File: config.mk
export PLATFORM = sky130hd
export DESIGN_NAME = snes_serializer
export DESIGN_NICKNAME = d
export VERILOG_FILES = /design/src/rtl/snes_pkg.sv /design/src/rtl/snes_sync_edge.sv /design/src/rtl/snes_serializer.sv
export SDC_FILE = /design/constraint.sdc
export NUM_CORES = 1
export LEC_CHECK = 0
export ABC_CLOCK_PERIOD_IN_PS = 4450
export CAP_MARGIN = 20
export CORE_MARGIN = 3
export CORE_UTILIZATION = 55
export DETAILED_ROUTE_END_ITERATION = 6
export GPL_TIMING_DRIVEN = 0
export PLACE_DENSITY = 0.77
export SLEW_MARGIN = 20
export SYNTH_ARGS = -nofsm -noshare
export SYNTH_HDL_FRONTEND = slang
export SYNTH_HIERARCHICAL = 1
export SYNTH_SLANG_ARGS = --single-unit
export TNS_END_PERCENT = 20
File: constraint.sdc
create_clock -name clk -period 4.45 [get_ports clk]
set_input_delay 0.6675 -clock clk [delete_from_list [all_inputs] [get_ports clk]]
set_output_delay 0.6675 -clock clk [all_outputs]
set_load 0.02 [all_outputs]
File: src/rtl/snes_pkg.sv
// Shared types and constants for the SNES controller-port serializer.
// Button indices follow the order the console shifts them out.
`timescale 1ns/1ps
package snes_pkg;

    localparam int unsigned NUM_BUTTONS = 12;
    localparam int unsigned FRAME_BITS  = 16;

    localparam int unsigned BTN_B      = 0;
    localparam int unsigned BTN_Y      = 1;
    localparam int unsigned BTN_SELECT = 2;
    localparam int unsigned BTN_START  = 3;
    localparam int unsigned BTN_UP     = 4;
    localparam int unsigned BTN_DOWN   = 5;
    localparam int unsigned BTN_LEFT   = 6;
    localparam int unsigned BTN_RIGHT  = 7;
    localparam int unsigned BTN_A      = 8;
    localparam int unsigned BTN_X      = 9;
    localparam int unsigned BTN_L      = 10;
    localparam int unsigned BTN_R      = 11;

    typedef enum logic [1:0] {
        IDLE,
        LATCH,
        SHIFT,
        DONE
    } snes_state_t;

endpackage

File: src/rtl/snes_sync_edge.sv
// Synchronizes one asynchronous console pin and derives single-cycle edge pulses.
// The extra flop past the synchronizer holds the previous level for edge detection.
`timescale 1ns/1ps
module snes_sync_edge #(
    parameter int unsigned SYNC_STAGES = 2,
    parameter bit          RESET_VAL   = 1'b0
) (
    input  logic clk_i,
    input  logic reset_i,
    input  logic pin_i,
    output logic level_o,
    output logic rise_o,
    output logic fall_o
);

    logic [SYNC_STAGES:0] chain_q;

    // Resetting to the idle level keeps a false edge from appearing out of reset.
    always_ff @(posedge clk_i or posedge reset_i) begin
        if (reset_i) begin
            chain_q <= {(SYNC_STAGES + 1){RESET_VAL}};
        end else begin
            chain_q <= {chain_q[SYNC_STAGES-1:0], pin_i};
        end
    end

    always_comb begin
        level_o = chain_q[SYNC_STAGES-1];
        rise_o  = chain_q[SYNC_STAGES-1] & ~chain_q[SYNC_STAGES];
        fall_o  = ~chain_q[SYNC_STAGES-1] & chain_q[SYNC_STAGES];
    end

endmodule

File: src/rtl/snes_serializer.sv
// Controller side of the SNES port: snapshots the button word on console latch and
// shifts it out active-low, one bit per console clock rising edge.
`timescale 1ns/1ps
module snes_serializer #(
    parameter int unsigned NUM_BUTTONS = snes_pkg::NUM_BUTTONS,
    parameter int unsigned FRAME_BITS  = snes_pkg::FRAME_BITS,
    parameter int unsigned SYNC_STAGES = 2
) (
    input  logic                   clk,
    input  logic                   reset,
    input  logic [NUM_BUTTONS-1:0] buttons,
    input  logic                   snes_latch,
    input  logic                   snes_clk,
    output logic                   snes_data,
    output logic                   frame_done,
    output logic                   overrun
);

    import snes_pkg::*;

    localparam int unsigned CNT_W = $clog2(FRAME_BITS);
    localparam logic [CNT_W-1:0] LAST_BIT = CNT_W'(FRAME_BITS - 1);

    logic latch_s, latch_rise, latch_fall;
    logic clk_s, clk_rise, clk_fall;

    snes_sync_edge #(
        .SYNC_STAGES (SYNC_STAGES),
        .RESET_VAL   (1'b0)
    ) u_latch_sync (
        .clk_i   (clk),
        .reset_i (reset),
        .pin_i   (snes_latch),
        .level_o (latch_s),
        .rise_o  (latch_rise),
        .fall_o  (latch_fall)
    );

    snes_sync_edge #(
        .SYNC_STAGES (SYNC_STAGES),
        .RESET_VAL   (1'b1)
    ) u_clk_sync (
        .clk_i   (clk),
        .reset_i (reset),
        .pin_i   (snes_clk),
        .level_o (clk_s),
        .rise_o  (clk_rise),
        .fall_o  (clk_fall)
    );

    // The console samples on the falling edge, so only the rising edge matters here.
    logic unused_clk;
    assign unused_clk = clk_s ^ clk_fall;

    // Bits beyond the live buttons always read as "not pressed".
    logic [FRAME_BITS-1:0] snapshot;
    assign snapshot = {{(FRAME_BITS - NUM_BUTTONS){1'b1}}, ~buttons};

    snes_state_t           state_q;
    logic [FRAME_BITS-1:0] shreg_q;
    logic [CNT_W-1:0]      bit_cnt_q;

    always_ff @(posedge clk or posedge reset) begin
        if (reset) begin
            state_q    <= IDLE;
            shreg_q    <= '1;
            bit_cnt_q  <= '0;
            snes_data  <= 1'b1;
            frame_done <= 1'b0;
            overrun    <= 1'b0;
        end else begin
            frame_done <= 1'b0;
            overrun    <= 1'b0;
            // A new latch always wins, abandoning any frame still being shifted.
            if (latch_rise) begin
                state_q   <= LATCH;
                shreg_q   <= snapshot;
                bit_cnt_q <= '0;
                snes_data <= snapshot[0];
                overrun   <= (state_q == SHIFT);
            end else begin
                unique case (state_q)
                    IDLE: begin
                        snes_data <= 1'b1;
                    end
                    LATCH: begin
                        if (latch_s) begin
                            shreg_q   <= snapshot;
                            bit_cnt_q <= '0;
                            snes_data <= snapshot[0];
                        end else if (latch_fall) begin
                            state_q <= SHIFT;
                        end
                    end
                    SHIFT: begin
                        if (clk_rise) begin
                            shreg_q <= {1'b0, shreg_q[FRAME_BITS-1:1]};
                            if (bit_cnt_q == LAST_BIT) begin
                                state_q    <= DONE;
                                frame_done <= 1'b1;
                                snes_data  <= 1'b0;
                            end else begin
                                bit_cnt_q <= bit_cnt_q + 1'b1;
                                snes_data <= shreg_q[1];
                            end
                        end
                    end
                    DONE: begin
                        snes_data <= 1'b0;
                    end
                endcase
            end
        end
    end

endmodule

==> metrics.txt <==
Storage cell area a little under 800 µm²; reg2reg end bit_cnt_q[0]; die area between 0.003 and 0.004 mm²; family of cells with the greatest summed delay on the critical path buffers and inverters; ordered cell list for the critical path clkdlybuf4s50_1; Max-Cap Viols 0; post-synthesis instance area roughly 0.0014 mm²; setup repair after global routing missed its margin no; critical path startpoint category flop; standard-cell rows 17; critical-path maximum fanout 2; power density over cell area 356 mW/mm²; cells after synthesis 134; diode count 0; delay contributed by the slowest stage of the critical path 0.59 ns; total negative setup slack 0 ns; total core area ~0.0023 mm²; achievable frequency between 0.4 and 0.5 GHz; cells resized by post-CTS repair 0; Post-Route Hold Slack about 0.37 ns; Crit-path slowest cell sky130_fd_sc_hd__clkdlybuf4s50_1; Max rail drop VDD ~340 µV; worst-margin pin slew 0.867 ns; combined area of the multi-input logic cells between 500 and 600 µm²; number of CTS-inserted buffers 5; Iter 0 DRT Violations 21; worst skew pair latency 0.32 ns; clock root buffer master sky130_fd_sc_hd__clkbuf_4; fraction of layout cells with a size suffix above 1 between 30% and 40%; drt first pass iters 4; post-route non-filler standard cell count approximately 190; endpoint of the worst setup timing path snes_data; Initial Utilization 61.0%; io pins 19; warnings from Yosys 6; net count of the mapped netlist around 150; antenna-violating nets left 0; post-layout minimum cycle time 2.12 ns; number of filler cells placed in the layout 185; placement-stage cell area 0.00164 mm²; uppermost signal routing layer after detailed routing met4; Max Root-Sink Buffers 2; met3 wirelength from detailed routing around 88 µm; CP Class flop to output pin; vias in the first global route between 900 and 1000; final clock skew approximately 0.01 ns; vias per cell around 5.4; worst endpoint required time between 3 and 4 ns; routed length on met1 ~1.2 mm; Non-Filler Cell Area, Final 0.00169 mm²; vertical die dimension about 57 µm; CP arrival around 1.5 ns; number of hold buffers added after CTS 0; Critical Path Source snes_data; final setup vio count 0; worst setup slack for register-to-register paths about 2.5 ns; placed wire-length estimate between 1.5 and 2 mm; final-report hold violation count 0; first-pass GRT wire length about 4.3 mm; length of routed met2 wiring ~1.3 mm; number of H-tree levels 2; RePlAce Congestion roughly 0.73; Post-Syn Area per Cell ~11 µm²; worst r2r path cells 6; critical path depth in cells 1; detailed-route DRC error count 0; final-stage net count around 180; final core utilization between 70% and 80%; pin count of the biggest net entering global routing 25; die width 56.9 µm; tightest slew margin relative to the limit 42.2%; clock tree from TritonCTS yes; total congestion overflow 0; class of the tightest hold or removal check flop to flop; count of input and output buffers 18; Routed WL approximately 2.6 mm; relative area change from synthesis to final layout 18.5%; global router's overall resource usage 17.3%; outcome complete, no violations; Post-CTS Repair Setup Buffers 0; via total after detailed routing 1013; number of cells after detailed placement 180; fin crit share between 40 and 50%; final max-slew violation count 0; antenna violations before repair 0; # clock sinks 30; routed len/inst ~14 µm; Reg-to-Reg Start u_latch_sync/chain_q[1]; leakage power figure slightly below 0.7 nW; Worst Path Buf+Inv 1; endpoint type of the worst setup path output pin; clock-pin slew reported for the worst setup and hold paths after clock tree synthesis ~0.090 ns
==> cell type report <==
type | count | area share, %
multi-input combinational | 89 | 33.4
tap | 28 | 2.07
buffer | 8 | 3.62
sequential | 30 | 45.8
clock buffer | 8 | 2.88
inverter | 7 | 1.55
timing repair buffer | 18 | 10.7
==> routing by layer <==
layer	vias to the layer above	track usage, %
met5	-	0
li1	508	-
met2	13	26.6
met3	2	7.01
met1	490	23.2
met4	0	3.97
==> per-stage QoR <==
stage | setup slack (ns) | power (mW)
2_1_floorplan | 2.88 | 0.424
3_3_place_gp | 2.61 | 0.457
3_5_place_dp | 2.54 | 0.464
4_1_cts | 2.31 | 0.611
5_1_grt | 2.28 | 0.640
6_report | 2.33 | 0.602
==> state kept, by name, indices dropped and copies added (netlist names) <==
| register | flops |
|---|---|
| shreg_q | 15 |
| bit_cnt_q | 4 |
| u_clk_sync/chain_q | 3 |
| u_latch_sync/chain_q | 3 |
| state_q | 2 |
| frame_done | 1 |
| overrun | 1 |
| snes_data | 1 |
==> where the power goes <==
| group | total [mW] | switching (mW) | internal [mW] |
|---|---|---|---|
| sequential | 0.338 | 0.0188 | 0.319 |
| clock | 0.146 | 0.0832 | 0.0628 |
| combinational | 0.118 | 0.0641 | 0.0542 |
| total | 0.602 | 0.166 | 0.436 |
==> cells in the final DEF (no fill, tap or decap), types with 2 or more instances in the layout <==
| cell type | instances |
|---|---|
| sky130_fd_sc_hd__a21oi_1 | 6 |
| sky130_fd_sc_hd__o22a_1 | 3 |
| sky130_fd_sc_hd__o21ai_0 | 4 |
| sky130_fd_sc_hd__inv_1 | 7 |
| sky130_fd_sc_hd__dfstp_2 | 19 |
| sky130_fd_sc_hd__o21a_1 | 2 |
| sky130_fd_sc_hd__buf_6 | 3 |
| sky130_fd_sc_hd__clkbuf_4 | 5 |
| sky130_fd_sc_hd__dfrtp_1 | 11 |
| sky130_fd_sc_hd__buf_2 | 4 |
| sky130_fd_sc_hd__mux2i_1 | 2 |
| sky130_fd_sc_hd__nor2_1 | 16 |
| sky130_fd_sc_hd__o21ai_2 | 9 |
| sky130_fd_sc_hd__nand3_1 | 3 |
| sky130_fd_sc_hd__nor2b_1 | 3 |
| sky130_fd_sc_hd__a21oi_2 | 9 |
| sky130_fd_sc_hd__clkdlybuf4s50_1 | 18 |
| sky130_fd_sc_hd__clkbuf_1 | 3 |
| sky130_fd_sc_hd__nand2_2 | 9 |
| sky130_fd_sc_hd__nor3b_1 | 3 |
| sky130_fd_sc_hd__nand2_1 | 8 |
==> worst register-to-register path, cell delays in order, from the launching register on <==
cell	delay [ns]
sky130_fd_sc_hd__dfrtp_1	0.47
sky130_fd_sc_hd__nor2b_1	0.41
sky130_fd_sc_hd__inv_1	0.17
sky130_fd_sc_hd__o211ai_1	0.23
sky130_fd_sc_hd__buf_2	0.30
sky130_fd_sc_hd__nand3_1	0.13
sky130_fd_sc_hd__mux2i_1	0.17
==> worst min-delay path by stage <==
stage                                        from                       to  slack (ns)  depth (start not counted)
after floorplan           u_latch_sync/chain_q[0]  u_latch_sync/chain_q[1]        0.33                          0
after global routing        u_clk_sync/chain_q[0]    u_clk_sync/chain_q[1]        0.37                          0
final                       u_clk_sync/chain_q[0]    u_clk_sync/chain_q[1]        0.37                          0
after global placement    u_latch_sync/chain_q[0]  u_latch_sync/chain_q[1]        0.34                          0
after CTS                   u_clk_sync/chain_q[0]    u_clk_sync/chain_q[1]        0.37                          0
after detailed placement  u_latch_sync/chain_q[0]  u_latch_sync/chain_q[1]        0.35                          0
(Power assumes the default switching activity.)
